### config.mk
export PLATFORM = sky130hd
export DESIGN_NAME = wr_rd_burst_seq_flat
export DESIGN_NICKNAME = d
export VERILOG_FILES = /design/src/rtl/wr_rd_burst_seq_if.sv /design/src/rtl/wr_rd_burst_seq.sv /design/src/flat_wrapper.sv
export SDC_FILE = /design/constraint.sdc
export NUM_CORES = 1
export LEC_CHECK = 0
export CORE_ASPECT_RATIO = 0.8
export CORE_UTILIZATION = 30
export CTS_CLUSTER_DIAMETER = 150
export DETAILED_ROUTE_END_ITERATION = 12
export HOLD_SLACK_MARGIN = 0.05
export MAX_ROUTING_LAYER = met4
export PLACE_DENSITY = 0.5
export SYNTH_ARGS = -nofsm -noshare
export SYNTH_HDL_FRONTEND = slang
export SYNTH_SLANG_ARGS = --single-unit
### constraint.sdc
create_clock -name clk -period 2.2 [get_ports clk]
set_input_delay 0.44 -clock clk [delete_from_list [all_inputs] [get_ports clk]]
set_output_delay 0.44 -clock clk [all_outputs]
set_load 0.05 [all_outputs]
### src/rtl/wr_rd_burst_seq_if.sv
// Host command channel and memory-side wr/rd strobe bundle for wr_rd_burst_seq.
interface wr_rd_burst_seq_if #(
    parameter int ADDR_W = 4,
    parameter int DATA_W = 8
);
    logic              cmd_valid;
    logic              cmd_ready;
    logic [ADDR_W-1:0] cmd_addr;
    logic [DATA_W-1:0] cmd_data;
    logic [2:0]        cmd_len;
    logic              wr;
    logic              rd;
    logic [ADDR_W-1:0] mem_addr;
    logic [DATA_W-1:0] mem_wdata;
    logic              busy;
    logic              done;
    logic              len_clamped;

    modport master (
        output cmd_valid, cmd_addr, cmd_data, cmd_len,
        input  cmd_ready, wr, rd, mem_addr, mem_wdata, busy, done, len_clamped
    );

    modport slave (
        input  cmd_valid, cmd_addr, cmd_data, cmd_len,
        output cmd_ready, wr, rd, mem_addr, mem_wdata, busy, done, len_clamped
    );
endinterface

### src/rtl/wr_rd_burst_seq.sv
// Buffered command sequencer: per command a wr pulse, a fixed gap, a 2..5 cycle
// rd burst with incrementing address, then one idle/done cycle.
module wr_rd_burst_seq #(
    parameter int ADDR_W     = 4,
    parameter int DATA_W     = 8,
    parameter int FIFO_DEPTH = 4,
    parameter int GAP_CYC    = 1,
    parameter int MIN_RD     = 2,
    parameter int MAX_RD     = 5
) (
    input  logic              clk,
    input  logic              rst_n,
    wr_rd_burst_seq_if.slave  bus
);
    localparam int PTR_W = $clog2(FIFO_DEPTH);
    localparam int CNT_W = PTR_W + 1;
    localparam int GAP_W = (GAP_CYC > 1) ? $clog2(GAP_CYC) : 1;
    localparam logic [2:0]       MIN_L    = 3'(MIN_RD);
    localparam logic [2:0]       MAX_L    = 3'(MAX_RD);
    localparam logic [CNT_W-1:0] FULL_CNT = CNT_W'(FIFO_DEPTH);
    localparam logic [GAP_W-1:0] GAP_LOAD = GAP_W'(GAP_CYC - 1);

    typedef enum logic [2:0] {
        ST_IDLE,
        ST_WRITE,
        ST_GAP,
        ST_READ,
        ST_TAIL
    } state_t;

    logic [ADDR_W-1:0] fifo_addr_q [FIFO_DEPTH];
    logic [DATA_W-1:0] fifo_data_q [FIFO_DEPTH];
    logic [2:0]        fifo_len_q  [FIFO_DEPTH];
    logic [PTR_W-1:0]  wptr_q, rptr_q;
    logic [CNT_W-1:0]  count_q;
    logic              fifo_full, fifo_empty;
    logic              push, pop;
    logic [2:0]        len_in;
    logic              len_clip;
    logic              len_clamped_q;

    state_t            state_q, state_d;
    logic [GAP_W-1:0]  gap_q, gap_d;
    logic [2:0]        rdcnt_q, rdcnt_d;
    logic [2:0]        len_q, len_d;
    logic [ADDR_W-1:0] addr_q, addr_d;
    logic [DATA_W-1:0] wdata_q, wdata_d;
    logic              wr_q, wr_d;
    logic              rd_q, rd_d;
    logic              done_q, done_d;

    assign fifo_full  = (count_q == FULL_CNT);
    assign fifo_empty = (count_q == '0);
    assign push       = bus.cmd_valid && !fifo_full;

    always_comb begin
        len_in   = bus.cmd_len;
        len_clip = 1'b0;
        if (bus.cmd_len < MIN_L) begin
            len_in   = MIN_L;
            len_clip = 1'b1;
        end else if (bus.cmd_len > MAX_L) begin
            len_in   = MAX_L;
            len_clip = 1'b1;
        end
    end

    always_ff @(posedge clk) begin
        if (push) begin
            fifo_addr_q[wptr_q] <= bus.cmd_addr;
            fifo_data_q[wptr_q] <= bus.cmd_data;
            fifo_len_q[wptr_q]  <= len_in;
        end
    end

    always_ff @(posedge clk or negedge rst_n) begin
        if (!rst_n) begin
            wptr_q        <= '0;
            rptr_q        <= '0;
            count_q       <= '0;
            len_clamped_q <= 1'b0;
        end else begin
            if (push) wptr_q <= wptr_q + PTR_W'(1);
            if (pop)  rptr_q <= rptr_q + PTR_W'(1);
            case ({push, pop})
                2'b10:   count_q <= count_q + CNT_W'(1);
                2'b01:   count_q <= count_q - CNT_W'(1);
                default: count_q <= count_q;
            endcase
            len_clamped_q <= push && len_clip;
        end
    end

    // Strobes are computed from the next state so every output is a flop.
    always_comb begin
        state_d = state_q;
        gap_d   = gap_q;
        rdcnt_d = rdcnt_q;
        len_d   = len_q;
        addr_d  = addr_q;
        wdata_d = wdata_q;
        wr_d    = 1'b0;
        rd_d    = 1'b0;
        done_d  = 1'b0;
        pop     = 1'b0;
        case (state_q)
            ST_IDLE, ST_TAIL: begin
                if (!fifo_empty) begin
                    pop     = 1'b1;
                    state_d = ST_WRITE;
                    addr_d  = fifo_addr_q[rptr_q];
                    wdata_d = fifo_data_q[rptr_q];
                    len_d   = fifo_len_q[rptr_q];
                    wr_d    = 1'b1;
                end else begin
                    state_d = ST_IDLE;
                end
            end
            ST_WRITE: begin
                state_d = ST_GAP;
                gap_d   = GAP_LOAD;
            end
            ST_GAP: begin
                if (gap_q == '0) begin
                    state_d = ST_READ;
                    rd_d    = 1'b1;
                    rdcnt_d = len_q - 3'd1;
                end else begin
                    gap_d = gap_q - GAP_W'(1);
                end
            end
            ST_READ: begin
                if (rdcnt_q == '0) begin
                    state_d = ST_TAIL;
                    done_d  = 1'b1;
                end else begin
                    rd_d    = 1'b1;
                    rdcnt_d = rdcnt_q - 3'd1;
                    addr_d  = addr_q + ADDR_W'(1);
                end
            end
            default: state_d = ST_IDLE;
        endcase
    end

    always_ff @(posedge clk or negedge rst_n) begin
        if (!rst_n) begin
            state_q <= ST_IDLE;
            gap_q   <= '0;
            rdcnt_q <= '0;
            len_q   <= '0;
            addr_q  <= '0;
            wdata_q <= '0;
            wr_q    <= 1'b0;
            rd_q    <= 1'b0;
            done_q  <= 1'b0;
        end else begin
            state_q <= state_d;
            gap_q   <= gap_d;
            rdcnt_q <= rdcnt_d;
            len_q   <= len_d;
            addr_q  <= addr_d;
            wdata_q <= wdata_d;
            wr_q    <= wr_d;
            rd_q    <= rd_d;
            done_q  <= done_d;
        end
    end

    assign bus.cmd_ready   = !fifo_full;
    assign bus.wr          = wr_q;
    assign bus.rd          = rd_q;
    assign bus.mem_addr    = addr_q;
    assign bus.mem_wdata   = wdata_q;
    assign bus.done        = done_q;
    assign bus.len_clamped = len_clamped_q;
    assign bus.busy        = (state_q != ST_IDLE) || !fifo_empty;
endmodule

### src/flat_wrapper.sv
// flat-port wrapper written by rule: the top's interface ports become plain ports
module wr_rd_burst_seq_flat 
#(
    parameter int ADDR_W     = 4,
    parameter int DATA_W     = 8,
    parameter int FIFO_DEPTH = 4,
    parameter int GAP_CYC    = 1,
    parameter int MIN_RD     = 2,
    parameter int MAX_RD     = 5
)
  (clk, rst_n, bus_cmd_valid, bus_cmd_addr, bus_cmd_data, bus_cmd_len, bus_cmd_ready, bus_wr, bus_rd, bus_mem_addr, bus_mem_wdata, bus_busy, bus_done, bus_len_clamped);
  wr_rd_burst_seq_if #(.ADDR_W(ADDR_W), .DATA_W(DATA_W)) bus_i ();
  input  logic clk;
  input  logic rst_n;
  input wire logic [$bits(bus_i.cmd_valid)-1:0] bus_cmd_valid;
  input wire logic [$bits(bus_i.cmd_addr)-1:0] bus_cmd_addr;
  input wire logic [$bits(bus_i.cmd_data)-1:0] bus_cmd_data;
  input wire logic [$bits(bus_i.cmd_len)-1:0] bus_cmd_len;
  output wire logic [$bits(bus_i.cmd_ready)-1:0] bus_cmd_ready;
  output wire logic [$bits(bus_i.wr)-1:0] bus_wr;
  output wire logic [$bits(bus_i.rd)-1:0] bus_rd;
  output wire logic [$bits(bus_i.mem_addr)-1:0] bus_mem_addr;
  output wire logic [$bits(bus_i.mem_wdata)-1:0] bus_mem_wdata;
  output wire logic [$bits(bus_i.busy)-1:0] bus_busy;
  output wire logic [$bits(bus_i.done)-1:0] bus_done;
  output wire logic [$bits(bus_i.len_clamped)-1:0] bus_len_clamped;
  assign bus_i.cmd_valid = bus_cmd_valid;
  assign bus_i.cmd_addr = bus_cmd_addr;
  assign bus_i.cmd_data = bus_cmd_data;
  assign bus_i.cmd_len = bus_cmd_len;
  assign bus_cmd_ready = bus_i.cmd_ready;
  assign bus_wr = bus_i.wr;
  assign bus_rd = bus_i.rd;
  assign bus_mem_addr = bus_i.mem_addr;
  assign bus_mem_wdata = bus_i.mem_wdata;
  assign bus_busy = bus_i.busy;
  assign bus_done = bus_i.done;
  assign bus_len_clamped = bus_i.len_clamped;
  wr_rd_burst_seq #(.ADDR_W(ADDR_W), .DATA_W(DATA_W), .FIFO_DEPTH(FIFO_DEPTH), .GAP_CYC(GAP_CYC), .MIN_RD(MIN_RD), .MAX_RD(MAX_RD)) u_core (.clk(clk), .rst_n(rst_n), .bus(bus_i));
endmodule
==> results.toml <==
[grt]
overflow = 0
use_met3_pct = 3.96
grt_pass1_vias = 2182
grt_use_met1_pct = 16.5
grt_pass1_wl_um = 11900
busiest_layer = "met2"
met2_usage_pct = 20.0
grt_max_degree = 33
grt_usage_pct = 13.0
antenna_found_initial = 0

[power]
ir_drop_mv = 0.770
switchingPower_w = 0.00249
power_w = 0.00681
power.share.switching_pct = 36.6
p_leak_nw = 1.75
seqPwrFrac_pct = 39.5
p_int_w = 0.00432
pwr-share-clk_pct = 21.1
comb_power_share_pct = 39.4
powerDensity_nw_per_um2 = 1470

[clocking]
htree_levels = 3
cts_tree = "yes"
cts.path.max_buffers = 2
path_clk_slew_ns = 0.06
cts_made_buffers = 9
clkSinkCount = 92
cts_root_buf = "clkbuf_16"
clock_latency_ns = 0.33
cts_hold_buf = 0

[yosys]
postSynthCellCount = 235
synth_top_area_share_pct = 48.3
synth_flop_cell = "edfxtp_1"
seq_area_frac_synth_pct = 69.8
syn_avg_cell_area_um2 = 15.9
synth_seq_cells = 92
yosysMostFrequentCell = "edfxtp_1"
synth.top_cells.by_count = "60 x edfxtp_1, 40 x nand2_1, 32 x dfrtp_1"
yosysWarnings = 0
synthTopCellsByArea = "edfxtp_1 48%, dfrtp_1 21%, mux4_2 9.1%, nand2_1 4.0%, ha_1 2.3%"
syn_area_um2 = 3730
async_flop_share_pct = 34.8
ys_types = 46
synth_area_leader_cell = "edfxtp_1"
syn_nets = 261
synth_edf_count = 60

[floorplanning]
start_util_pct = 30.7
core_um2 = 12200
die_w_um = 127
dieArea_um2 = 12900
rows = 36
die_h_um = 102
io_pins = 36

[critical_path]
crit_arrival_ns = 1.71
worstPathMaxFanout = 3
crit_type = "reg -> out"
reg2reg_to = "u_core.count_q[2]$_DFFE_PN0P_"
r2r-start = "u_core.count_q[0]$_DFFE_PN0P_"
worstSetupEndpointType = "output pin"
r2r_slack_ns = 0.19
start_kind = "register"
worstPathRequired_ns = 1.76
worstRegToRegCells = 10

[detailed_routing]
wl_per_cell_um = 16.3
drtPass1Iterations = 4
viasPerCell = 4.72
drt_iter0_markers = 108
drc = 0
vias = 2101
final_antenna_net_count = 0
drt-total-wl_um = 7260

[layout]
n_antenna_cell = 0
final_nets = 314
area_growth_pct = 24.2
fillCellCount = 1158
fin_cells = 445
drive_above_1_share_pct = 20.1
fin_area_um2 = 4630
final_util_pct = 38.1

[worst_hold_path]
hp-class = "reg -> reg"
whs_path_depth = 2
min_from = "u_core.bus.mem_wdata[3]$_DFFE_PN0P_"
hold_end = "u_core.bus.mem_wdata[3]$_DFFE_PN0P_"

[sta]
skew_ns = 0.00602
worst_pin_slew_ns = 0.641
final_max_slew_viol_count = 0
maxClockFrequency_ghz = 0.466
hold_violations = 0
final-setup-viol-count = 0
slew-limit-headroom_pct = 57.3
fin_crit_ns = 2.15
fin_crit_sh_pct = 97.6
rsz0062_at_grt = "false"

[run]
maxCapViolations = 0

[place]
dp_hpwl_um = 4540
dp.cells = 427
gp_congestion = 0.714
dpl_cell_area_um2 = 4330
port_buffers = 35

[outcome]
status = "finished clean"
-- worst max path at each step --
stage / from / end / depth (start not counted)
4_1_cts: u_core.count_q[0]$_DFFE_PN0P_ / bus_busy / 3
5_1_grt: u_core.count_q[0]$_DFFE_PN0P_ / bus_busy / 3
3_5_place_dp: bus_cmd_valid / u_core.count_q[2]$_DFFE_PN0P_ / 9
2_1_floorplan: u_core.state_q[0]$_DFFE_PN0P_ / u_core.count_q[2]$_DFFE_PN0P_ / 10
3_3_place_gp: bus_cmd_valid / u_core.count_q[2]$_DFFE_PN0P_ / 9
6_report: u_core.count_q[0]$_DFFE_PN0P_ / bus_busy / 3
-- through the flow --
stage	hold WS [ns]	setup WS [ns]	setup TNS, ns
final	0.479	0.0539	0
after global routing	0.498	0.00699	0
after CTS	0.482	0.0253	0
after detailed placement	0.461	-0.00618	-0.00618
after global placement	0.461	0.0224	0
after floorplan	0.144	0.0667	0
-- timing repair --
action                     in CTS  in global routing
resized for setup               1                  1
pin swaps                       1                  0
setup endpoints to repair       1                  1
cloned                          0                  0
setup buffers                   2                  0
-- cells by family (layout without fill, tap and decap cells) --
| kind of cell | Yosys count | count (layout) | synth area share, % |
|---|---|---|---|
| AOI/OAI and AO/OA | 19 | 19 | 4.13 |
| buffers and inverters | 19 | 77 | 2.52 |
| adders and majority gates | 9 | 9 | 3.15 |
| muxes | 17 | 17 | 9.63 |
| xor gates and xnor gates | 8 | 8 | 1.88 |
| and+or+nand+nor | 71 | 71 | 8.92 |
| DFF | 92 | 92 | 69.8 |
-- registers in the layout (all words and copies together) (netlist names), 2 cells and up --
| signal | count |
|---|---|
| u_core.fifo_data_q | 32 |
| u_core.rdcnt_q | 3 |
| u_core.fifo_addr_q | 16 |
| u_core.wptr_q | 2 |
| u_core.rptr_q | 2 |
| u_core.len_q | 3 |
| u_core.fifo_len_q | 12 |
| u_core.bus.mem_addr | 4 |
| u_core.bus.mem_wdata | 8 |
| u_core.count_q | 3 |
| u_core.state_q | 3 |
-- area by class of cell --
cell class	count	area, um2	area share, %
inverters	10	37.5	0.810
repair buffers	51	469	10.1
multi-input cells	124	1050	22.8
clock buffers	11	243	5.24
well taps	152	190	4.10
flip-flops and latches	92	2600	56.2
clock inverters	5	36.3	0.783
-- power groups by stage --
stage          logic (W)  registers, W  clock network, W
2_1_floorplan    0.00153       0.00307                 0
3_3_place_gp     0.00264       0.00272                 0
3_5_place_dp     0.00267       0.00274                 0
4_1_cts          0.00271       0.00270           0.00148
5_1_grt          0.00294       0.00276           0.00153
6_report         0.00268       0.00269           0.00144
-- layout by cell type (no fill, tap or decap), drive strengths merged, types with 2 or more instances in the layout --
cell type / instances
a21o: 2
a21oi: 3
and2: 2
and3: 5
buf: 18
clkbuf: 11
clkdlybuf4s50: 33
clkinv: 2
clkinvlp: 2
dfrtp: 32
edfxtp: 60
ha: 7
inv: 11
mux4: 15
nand2: 41
nand3: 2
nor2: 9
nor3: 3
o21ai: 6
o311ai: 2
or3: 2
xnor2: 5
xor2: 3
-- metal layers --
layer / wire, um / vias to the layer above
li1: - / 969
met2: 3210 / 52
met5: 0 / -
met1: 3670 / 1071
met3: 291 / 9
met4: 90 / 0
-- critical path, cell delays in order (launching register included) --
cell and delay (ns):
dfrtp_1 0.40, or3_4 0.39, or4_4 0.42, buf_6 0.17
Note: power is estimated with default switching activity, not from simulation.
